File: src/rtl/cp0_unit.sv
// Coprocessor-0 for the pipelined MIPS core.
// Holds SR(12), Cause(13), EPC(14) and the read-only PRId(15). It raises int_req
// toward the pipeline and the exception-PC selector, and captures the victim PC
// into EPC when an interrupt is accepted.
module cp0_unit #(
  parameter logic [31:0] PRID_VAL = 32'h0000_4D49,
  parameter int          HW_INT_W = 6
) (
  input  logic                clk,
  input  logic                rst_n,
  input  logic [4:0]          addr,
  input  logic [31:0]         din,
  input  logic                we,
  input  logic [HW_INT_W-1:0] hw_int,
  input  logic                exl_set,
  input  logic                exl_clr,
  input  logic [31:0]         intpc,
  output logic [31:0]         dout,
  output logic [29:0]         epc,
  output logic                int_req
);

  localparam logic [4:0] ADDR_SR    = 5'd12;
  localparam logic [4:0] ADDR_CAUSE = 5'd13;
  localparam logic [4:0] ADDR_EPC   = 5'd14;
  localparam logic [4:0] ADDR_PRID  = 5'd15;

  // Interrupt fields start at bit 10 in both SR (IM) and Cause (IP).
  localparam int INT_LSB = 10;

  logic [HW_INT_W-1:0] intMask;   // SR.IM
  logic                exlBit;    // SR.EXL
  logic                ieBit;     // SR.IE
  logic [HW_INT_W-1:0] intPend;   // Cause.IP
  logic [29:0]         epcReg;    // EPC[31:2]

  logic srWrite;
  logic epcWrite;

  assign srWrite  = we && (addr == ADDR_SR);
  assign epcWrite = we && (addr == ADDR_EPC);

  // Cause.IP: single-stage synchronizer of the asynchronous interrupt lines.
  always_ff @(posedge clk or negedge rst_n) begin
    // NOTE: registers take non-blocking assignments so every flop samples
    // pre-edge values, independent of the order the blocks are evaluated in.
    if (!rst_n) intPend <= '0;
    else        intPend <= hw_int;
  end

  // SR and EPC: interrupt entry beats eret, which beats a software mtc0.
  always_ff @(posedge clk or negedge rst_n) begin
    if (!rst_n) begin
      intMask <= '0;
      exlBit  <= 1'b0;
      ieBit   <= 1'b0;
      epcReg  <= '0;
    end else if (exl_set) begin
      // Interrupt entry: any mtc0 to SR/EPC retiring alongside is dropped.
      exlBit <= 1'b1;
      epcReg <= intpc[31:2];
    end else begin
      if (srWrite) begin
        intMask <= din[INT_LSB +: HW_INT_W];
        ieBit   <= din[0];
      end
      // eret owns EXL this cycle; an mtc0 to SR only keeps its IM/IE part.
      if (exl_clr)      exlBit <= 1'b0;
      else if (srWrite) exlBit <= din[1];
      if (epcWrite) epcReg <= din[31:2];
    end
  end

  // Interrupt request from registered state only; masked while inside a handler.
  assign int_req = (|(intPend & intMask)) & ieBit & ~exlBit;
  assign epc     = epcReg;

  // mfc0 read mux; unimplemented registers and bits read as zero.
  always_comb begin
    // NOTE: default first so every path assigns dout and no latch is inferred.
    dout = '0;
    case (addr)
      ADDR_SR: begin
        dout[INT_LSB +: HW_INT_W] = intMask;
        dout[1]                   = exlBit;
        dout[0]                   = ieBit;
      end
      ADDR_CAUSE: dout[INT_LSB +: HW_INT_W] = intPend;
      ADDR_EPC:   dout = {epcReg, 2'b00};
      ADDR_PRID:  dout = PRID_VAL;
      default:    dout = '0;
    endcase
  end

endmodule

File: config.mk
export PLATFORM = sky130hd
export DESIGN_NAME = cp0_unit
export DESIGN_NICKNAME = d
export VERILOG_FILES = /design/src/rtl/cp0_unit.sv
export SDC_FILE = /design/constraint.sdc
export NUM_CORES = 1
export LEC_CHECK = 0
export CORE_MARGIN = 8
export CORE_UTILIZATION = 30
export DETAILED_ROUTE_END_ITERATION = 10
export SKIP_LAST_GASP = 1
export SLEW_MARGIN = 20
export SYNTH_ARGS = -nofsm -noshare
export SYNTH_HDL_FRONTEND = slang
export SYNTH_SLANG_ARGS = --single-unit
export TNS_END_PERCENT = 100
File: constraint.sdc
create_clock -name clk -period 1.7 [get_ports clk]
set_clock_uncertainty 0.2 [all_clocks]
set_input_delay 0.17 -clock clk [delete_from_list [all_inputs] [get_ports clk]]
set_output_delay 0.17 -clock clk [all_outputs]
set_load 0.1 [all_outputs]
Yosys cells after proc, flatten, opt, wreduce, memory -nomap -nowiden:

Index checks and enable logic that the tools add are counted.
W data, S select, Z words.

* shifts and indexed selects: 0
* bitwise gates (word level): 5
* reduce and logical (&&, ||, !) cells: 6
* eq/ne operators: 4
* muxes and demuxes: 9
* $lt $le $gt $ge: 0
* div/mod/pow operators: 0
* $add $sub $neg: 0
* multipliers: 0

Operators with widths (count)
* $mux W30: 2
* $pmux W6 S4: 1
* $eq A5 B4 Y1 const B: 4
* $mux W16: 1
* $pmux W8 S2: 1
* $and A6 B6 Y6: 1
* $reduce_or A6 Y1: 1
* $pmux W2 S2: 1
* $mux W1: 3
* $reduce_bool A3 Y1: 1
* $and A1 B1 Y1: 2
* $logic_and A1 B1 Y1: 2
* $not A1 Y1: 2
* $reduce_and A2 Y1: 1
* $reduce_bool A2 Y1: 1

* latch bits: 0
* input bits: 80
* memory bits (read-only): 0
* output and inout bits: 63
* register bits: 44
* memories kept: 0
* RAM bits: 0
* word-level logic and storage cells: 29

Depth between registers and ports, before layout:

Gate-level depths: netlist of run 1.

* depth after elaboration: 5
* gate-level depth with buffers: 5
* gate-level depth less buffers: 3

Least setup slack after synthesis of run 1:

Ideal clock, no wire load.

* kind: flip-flop to output port
* start point: register intMask[0]
* end point: output port int_req
* required time: 1330 ps
* arrival time: 2904 ps
* path buffers: 0
* cell stages (with the launch flop): 3
* slack: -1574 ps
* path through: dfrtp_1 a22oi_1 a311oi_1

* longest elaborated chain between the ends: 4

Ends and longest elaborated chain
* from (decl): line 31 `logic [HW_INT_W-1:0] intMask;`
* from (signal assigned): line 64 `intMask <= din[INT_LSB +: HW_INT_W];`
* $and A6 B6 Y6: line 75 `assign int_req = (|(intPend & intMask)) & ieBit & ~exlBit;`
* $reduce_or A6 Y1: line 75
* $and A1 B1 Y1 (2 in series): line 75
* to (decl): line 20 `output logic int_req`

No other way between the ends.

Final worst setup path of run 1:

* start point: register epcReg[8], in the netlist epc[8]
* end point: output port dout[10]

* longest elaborated chain between the ends: 1

Ends and longest elaborated chain
* from (decl): line 35 `logic [29:0] epcReg;`
* from (signal assigned): line 61 `epcReg <= intpc[31:2];`
* from (signal assigned): line 70 `if (epcWrite) epcReg <= din[31:2];`
* $pmux W6 S4: line 82 `case (addr)`
* to (decl): line 18 `output logic [31:0] dout,`

No other way between the ends.

==> summary.md, run 1 <==
After synthesis the cells add up to 2700 µm². Global routing used 16.2% of the available tracks. Data on the critical path is required at its endpoint by 1.33 ns. For this run, the top clock speed supported by timing is 553 MHz.

The run gives 0 as the number of max-slew violations in the final report. After global routing the overflow that remains totals 0. Across the VDD grid, the largest voltage drop is 379 µV. The launch instance of the worst register-to-register path is epc[9]$_DFFE_PN0P_. The worst min-delay path startpoint was hw_int[0].

The tools report the largest net degree at the start of global routing as 62. Counting instances in the post-synthesis netlist gives the leading cell types as dfrtp_1 (44), nand2b_1 (32), inv_1 (31). The clock net in this run drives a total of 44 sinks.

For this configuration, the core starts out at a cell density of 30.9%. Among all cell types in the netlist, the one instantiated most often is dfrtp_1. For the Yosys warning count, the log shows 0. The leakage dissipation is 2.30 nW, and the die extent in x is 111 µm.

0 antenna diodes ended up in the layout. Across the run, the number of max-cap violations was 0. Data on the critical path arrives at its endpoint at 1.44 ns.

The post-synthesis sequential element count is 44. Measured on the finished design, the core utilization comes to 63.9%. The biggest area consumer among synthesized cells was dfrtp_1. The logs give 27 for the number of distinct library cell variants in the gate-level netlist after synthesis and 5570 µm² for the final cell area excluding filler cells. The run gives 40.8% as the sequential fraction of the synthesis area. In this run the tool buffered the top-level ports with 140 buffer cells. Of all nets on the critical path, the largest fanout is 2.

The count of nets left with antenna violations once routing finished came out at 0. Overall die area: 12300 µm². In this run, the number of DRC markers left after iteration 0 of detailed routing was 102. The first TritonRoute pass finished after 4 iterations. The flow ran to the end, but the final reports show violations. The run gives 5210 µm² as the placed standard-cell area.

The run gives -0.107 ns as the worst setup slack after layout. The routed layout has 2766 vias. The final clock period utilization by the worst path is 106%. The leading register cell type out of synthesis was dfrtp_1. After detailed routing, the average wire length per cell comes to 18.1 µm. By area the synthesized netlist is led by dfrtp_1 (41%), o31a_1 (9.7%), o21a_1 (8.4%).

The power density relative to cell area came out at 649 nW/µm². At the later pin of the worst-skew pair, clock insertion delay measures 0.29 ns. For the placeable core region, the log shows 8720 µm². The layout cell share with drive strength beyond 1 was 43.2%. The kind of critical path is reg -> out.

The floorplan die height is 111 µm. The checks that failed: setup timing. Counting every instance in the synthesized netlist gives 299. After synthesis, the share of flip-flops with an asynchronous set or reset is 100%.

Setup violations remaining at the end of the flow were counted as 17. The synthesized netlist net count is 379. The run gives 143 as the number of top-level design ports.

The total wire length after detailed routing came out at 10.4 mm. STA classifies the critical path endpoint as a primary output. In the routed design, unresolved DRC markers number 0. The longest clock path from root to sink contains 2 buffers.

Clock root buffer: clkbuf_8. Aggregate negative setup slack: -0.630 ns. The clock-pin slew reported for the worst setup and hold paths after clock tree synthesis is 0.08 ns.

The synthesized design contains 0 enable-type register cells. The placer's final routability congestion estimate is 0.803, and the transition time at the pin with the least slew margin is 0.506 ns. The kind of path behind the tightest hold check is in -> reg. The tools report the initial antenna violation count as 0. The run gives 0 as the final hold violation count. The share of synthesized area in the top cell type comes to 40.8%. The number of vias per cell was 4.83; the shortest period the worst path allows was 1.81 ns. The relative slew slack is 66.2%, and the area growth from synthesis to final layout is 107%. The first global-routing pass estimated 16.3 mm of wire. The floorplan has 34 rows. In this run the worst setup path begins at epc[8]$_DFFE_PN0P_. STA classifies the critical path startpoint as a flop. The logs give 2 for the maximum level of the CTS H-tree and 2963 for the via count of the first global-routing pass. After synthesis, the mean cell area works out to 9.02 µm². Setup repair after global routing could not meet its margin everywhere. TritonCTS built the clock tree. Summed over all nets, the half-perimeter wirelength after detailed placement is 7.54 mm. The completed layout was analyzed and its total power is 3.61 mW. TritonCTS created 5 clock buffers. The final-stage net count was 544.
[per-layer routing]
metal  global-route usage [%]  routed length, µm  vias to the layer above
met5                        0                  0                        -
met4                     4.32                158                        0
met3                     4.27                605                        9
met2                     28.1               5130                       86
met1                     19.3               4460                     1324
li1                         -                  -                     1347
[repair_timing]
item                       CTS  global route
setup endpoints to repair   40            31
buffers inserted            13             4
gates resized for setup     38             1
hold buffers                 1             0
hold endpoints to repair    18             0
pin swaps                   12             5
gates cloned                 4             0
[report_power, final]
group / switching (mW) / total [mW] / internal, mW
logic: 0.931 / 1.68 / 0.745
registers: 0.114 / 1.28 / 1.16
clock network: 0.366 / 0.660 / 0.293
total: 1.41 / 3.61 / 2.20
[placed cells by master, fill, tap and decap left out, drive strengths merged]
cell	netlist	routed
clkdlybuf4s15	0	1
a311oi	1	1
nor2	12	12
o211ai	1	1
nand2b	32	32
and2	21	21
a21oi	5	5
nand2	7	7
o31a	30	30
dlygate4sd3	0	1
clkdlybuf4s50	0	70
nand4b	2	2
nor2b	2	2
a22oi	3	3
or2	4	4
mux2i	3	3
clkbuf	22	8
inv	31	31
o22ai	3	3
o21a	30	30
mux2	10	10
nor3	30	30
buf	3	111
dfrtp	44	44
or3	1	1
nand3b	2	2
[worst paths after layout]
kind / to / slack [ns] / cells after the start
min reg2reg: intMask[4]$_DFFE_PN0P_ / 0.36 / 1
min in group asynchronous: epc[10]$_DFFE_PN0P_ / 0.17 / 2
max in group asynchronous: epc[12]$_DFFE_PN0P_ / 0.60 / 3
min: intPend[0]$_DFF_PN0_ / 0.11 / 1
max reg2reg: epc[9]$_DFFE_PN0P_ / 0.42 / 3
max: dout[10] / -0.11 / 4
[critical path: stages, from the launching register on]
cell and delay [ns]:
dfrtp_4 0.48, mux2_4 0.28, o22ai_4 0.17, nor2_4 0.05, buf_12 0.16
[flip-flops by register name (all words and copies together) (netlist names)]
register / cells
epc: 30
ieBit: 1
intPend: 6
intMask: 6
exlBit: 1
[through the flow]
step | worst slack [ns] | hold WS (ns) | cells
floorplan | -0.203 | -0.326 | 299
global placement | -0.480 | -0.0338 | 543
detailed placement | -0.496 | -0.0293 | 543
CTS | -0.126 | 0.105 | 569
global route | -0.138 | 0.101 | 573
finish | -0.107 | 0.105 | 573
[cell type report]
class | count | area (µm²)
multi-input combinational | 199 | 1600
tap | 108 | 135
sequential | 44 | 1150
fill | 690 | 3150
timing repair buffer | 183 | 2480
clock buffer | 8 | 80.1
inverter | 31 | 116
[cell families after synthesis]
| logic type | synth area share, % |
|---|---|
| buffers and inverters | 8.17 |
| AOI/OAI and AO/OA | 21.2 |
| DFF | 40.8 |
| muxes | 6.26 |
| and+or+nand+nor | 23.6 |
No activity file was read; power rests on OpenSTA's default activity.
==> run 2: changes to the inputs <==
--- a/config.mk
+++ b/config.mk
@@ -8,6 +8,7 @@
 export CORE_MARGIN = 8
 export CORE_UTILIZATION = 30
 export DETAILED_ROUTE_END_ITERATION = 10
+export PLACE_DENSITY_LB_ADDON = 0.08
 export SKIP_LAST_GASP = 1
 export SLEW_MARGIN = 20
 export SYNTH_ARGS = -nofsm -noshare
==> run 2 against run 1 <==
Net effect: the run still ends with setup timing left; clock power grew 34%; worst hold slack got worse by 0.050 ns; combinational power is essentially flat; critical path type unchanged; highest routed layer is now met5.
==> summary.md, run 2 (synthesis gave the netlist of run 1 again) <==
The run finished, with violations left. Failing checks: setup timing (unchanged). The run gives -0.344 ns (was -0.496 ns) as the placement-stage worst setup slack. The logs give 70 (was 102) for the first-iteration detailed-routing DRC count and 143 (unchanged) for the number of top-level design ports. The worst reg-to-reg path cell count works out to 3 (unchanged). The relative slew slack was 70.3% (was 66.2%); the final setup violation count was 7 (was 17).

Launch instance of the worst register-to-register path: epc[12]$_DFFE_PN0P_ (was epc[9]$_DFFE_PN0P_). The starting density of the core was 30.9% (unchanged); the shortest period the worst path allows was 1.79 ns (was 1.81 ns). The reg-to-reg endpoint is epc[12]$_DFFE_PN0P_ (was epc[9]$_DFFE_PN0P_). The residual overflow from global routing came out at 0 (unchanged).

The aggregate negative setup slack came out at -0.306 ns (was -0.630 ns). The transition time at the pin with the least slew margin came out at 0.445 ns (was 0.506 ns). The placer's final routability congestion estimate came out at 0.730 (was 0.803). The total wire length after detailed routing came out at 9.71 mm (was 10.4 mm). The run gives 0 (unchanged) as the max capacitance violation total. The maximum clock path buffer count was 2 (unchanged). For the maximum level of the CTS H-tree, the log shows 2 (unchanged). TritonCTS built the clock tree. The number of max-slew violations in the final report was 0 (unchanged). The cell with the largest stage delay on the worst path was dfrtp_4 (unchanged). Overall die area: 12300 µm² (unchanged). Series of cell instances along the critical path: mux2_4, o22ai_4, nor2_4, buf_12 (unchanged). The all-layer global routing usage was 16.0% (was 16.2%); the final-stage net count was 547 (was 544).

The first-pass detailed-route iteration total came out at 4 (unchanged). The tools report the critical path endpoint category as a primary output (unchanged). The largest net degree at the start of global routing was 62 (unchanged); the depth of the worst hold-timing path was 4 (was 1).

The worst min-delay path startpoint was addr[1] (was hw_int[0]). Setup repair after global routing could not meet its margin everywhere. The arrival time at the worst endpoint was 1.42 ns (was 1.44 ns). The most common cell after layout, fill and taps aside was buf_12 (was clkdlybuf4s50_1). The count of standard-cell rows is 34 (unchanged), and the top achievable clock speed is 559 MHz (was 553 MHz). The logs give 0.44 ns (was 0.42 ns) for the worst reg-to-reg setup slack and 8720 µm² (unchanged) for the placeable core region. The number of flip-flops under the largest register name came out at 30 (unchanged). The tools report the diode insertion count for antenna repair as 0 (unchanged).

The via count of the first global-routing pass came out at 3080 (was 2963). The highest net fanout along the worst path works out to 2 (unchanged). The run gives 7.02 mm (was 7.54 mm) as the placed wire-length estimate.

For the clock latency on the worst-skew pair, the log shows 0.29 ns (about the same). Clock sink count: 44 (unchanged). The final hold violation count is 0 (unchanged). The run gives 2764 (was 2766) as the via count. Worst hold path endpoint: exlBit$_DFFE_PN0P_ (was intPend[0]$_DFF_PN0_).

The startpoint of the worst setup timing path is epc[8]$_DFFE_PN0P_ (unchanged). The run gives 0 (unchanged) as the DRC violation count after routing. Layout cell share with drive strength beyond 1: 44.2% (was 43.2%). Leading cell types in the layout, fill and taps excluded: buf_12 (72), clkdlybuf4s50_1 (70), nand2b_1 (31), inv_1 (31) (was clkdlybuf4s50_1 (70), buf_12 (69), nand2b_1 (31), inv_1 (31)). Initial antenna violation count: 1 (was 0).

The floorplan die height is 111 µm (unchanged). The kind of path behind the tightest hold check is in -> reg (unchanged). The number of vias per cell was 4.80 (was 4.83); the total CTS buffers was 5 (unchanged). The worst setup slack after layout was -0.0876 ns (was -0.107 ns); the global-route wire length before repair was 16.2 mm (was 16.3 mm). The average routed wire per standard cell works out to 16.9 µm (was 18.1 µm).

The kind of critical path is reg -> out (unchanged). Power density relative to cell area: 675 nW/µm² (was 649 nW/µm²). The category of the worst setup path launch point was a flop (unchanged). The worst hold slack was 0.0545 ns (was 0.105 ns). The delay of the slowest cell on the worst path is 0.48 ns (about the same), and the clock-pin slew reported for the worst setup and hold paths after clock tree synthesis is 0.07 ns (was 0.08 ns). The die extent in x is 111 µm (unchanged), and the area growth from synthesis to final layout is 111% (was 107%).

The post-detailed-route count of antenna-violating nets is 0 (unchanged), and the final clock period utilization by the worst path is 105% (was 106%). The worst vdd rail ir drop was 336 µV (was 379 µV). Clock root buffer: clkbuf_8 (unchanged). The leakage dissipation is 2.37 nW (was 2.30 nW), and the endpoint required time on the critical path is 1.33 ns (about the same). The number of input and output port buffers inserted is 140 (unchanged).
run 2: worst max-delay path, delay by kind of cell, from the launching register on:
family / cells / cell delay (ns)
flip-flops: 1 / 0.48
multiplexers: 1 / 0.27
AO/OA/AOI/OAI: 1 / 0.16
buffers and inverters: 1 / 0.16
AND/OR/NAND/NOR: 1 / 0.05
run 2: repair_timing:
action	in CTS	in global routing
hold buffers	1	0
buffers inserted	20	3
endpoints found under the setup margin	37	37
cloned	4	0
pin swaps	14	3
endpoints found under the hold margin	17	0
gates resized for setup	39	4
run 2: where the power goes:
| part | switching, mW | total (mW) | leakage (nW) | internal [mW] |
|---|---|---|---|---|
| Sequential | 0.115 | 1.28 | 0.483 | 1.16 |
| Combinational | 0.923 | 1.68 | 1.82 | 0.758 |
| Clock | 0.364 | 0.882 | 0.0645 | 0.519 |
| Total | 1.40 | 3.84 | 2.37 | 2.44 |
run 2: how the worst max path moves through the flow:
stage | end | cells past startpoint
after floorplan | dout[12] | 3
after global placement | dout[13] | 7
after detailed placement | dout[31] | 7
after CTS | dout[10] | 4
after global routing | dout[10] | 4
final | dout[10] | 4
run 2: metal layers:
layer  up-vias  routed length [µm]  global-route usage [%]  share of wire, %
li1       1346                   -                       -                 -
met1      1322                3910                    17.8                40
met4         2                  70                    3.51              0.72
met2        86                4880                    27.7                50
met3         8                 834                    6.76               8.6
met5         -                   8                       0             0.082
run 2: metrics by stage:
step                util [%]  instance area [µm²]  power (mW)  cells
finish                  65.3                 5690        3.84    576
floorplan                  -                 2930        2.19    299
global placement        60.1                 5240        2.88    544
CTS                     65.3                 5700        3.88    576
detailed placement      60.1                 5240        2.90    544
global route            65.3                 5690        4.01    576
run 2: final cells by class:
type	count	area [µm²]
Multi-Input combinational cell	199	1630
Tap cell	108	135
Sequential cell	44	1150
Fill cell	707	3030
Inverter	31	116
Clock inverter	1	30.0
Timing Repair Buffer	186	2530
Clock buffer	7	96.3
==> run 3: changes to the inputs <==
--- a/config.mk
+++ b/config.mk
@@ -8,6 +8,7 @@
 export CORE_MARGIN = 8
 export CORE_UTILIZATION = 30
 export DETAILED_ROUTE_END_ITERATION = 10
+export GPL_ROUTABILITY_DRIVEN = 1
 export PLACE_DENSITY_LB_ADDON = 0.08
 export SKIP_LAST_GASP = 1
 export SLEW_MARGIN = 20
==> results of run 3 <==
Final layout, timing and power as in run 2 (identical DEF).
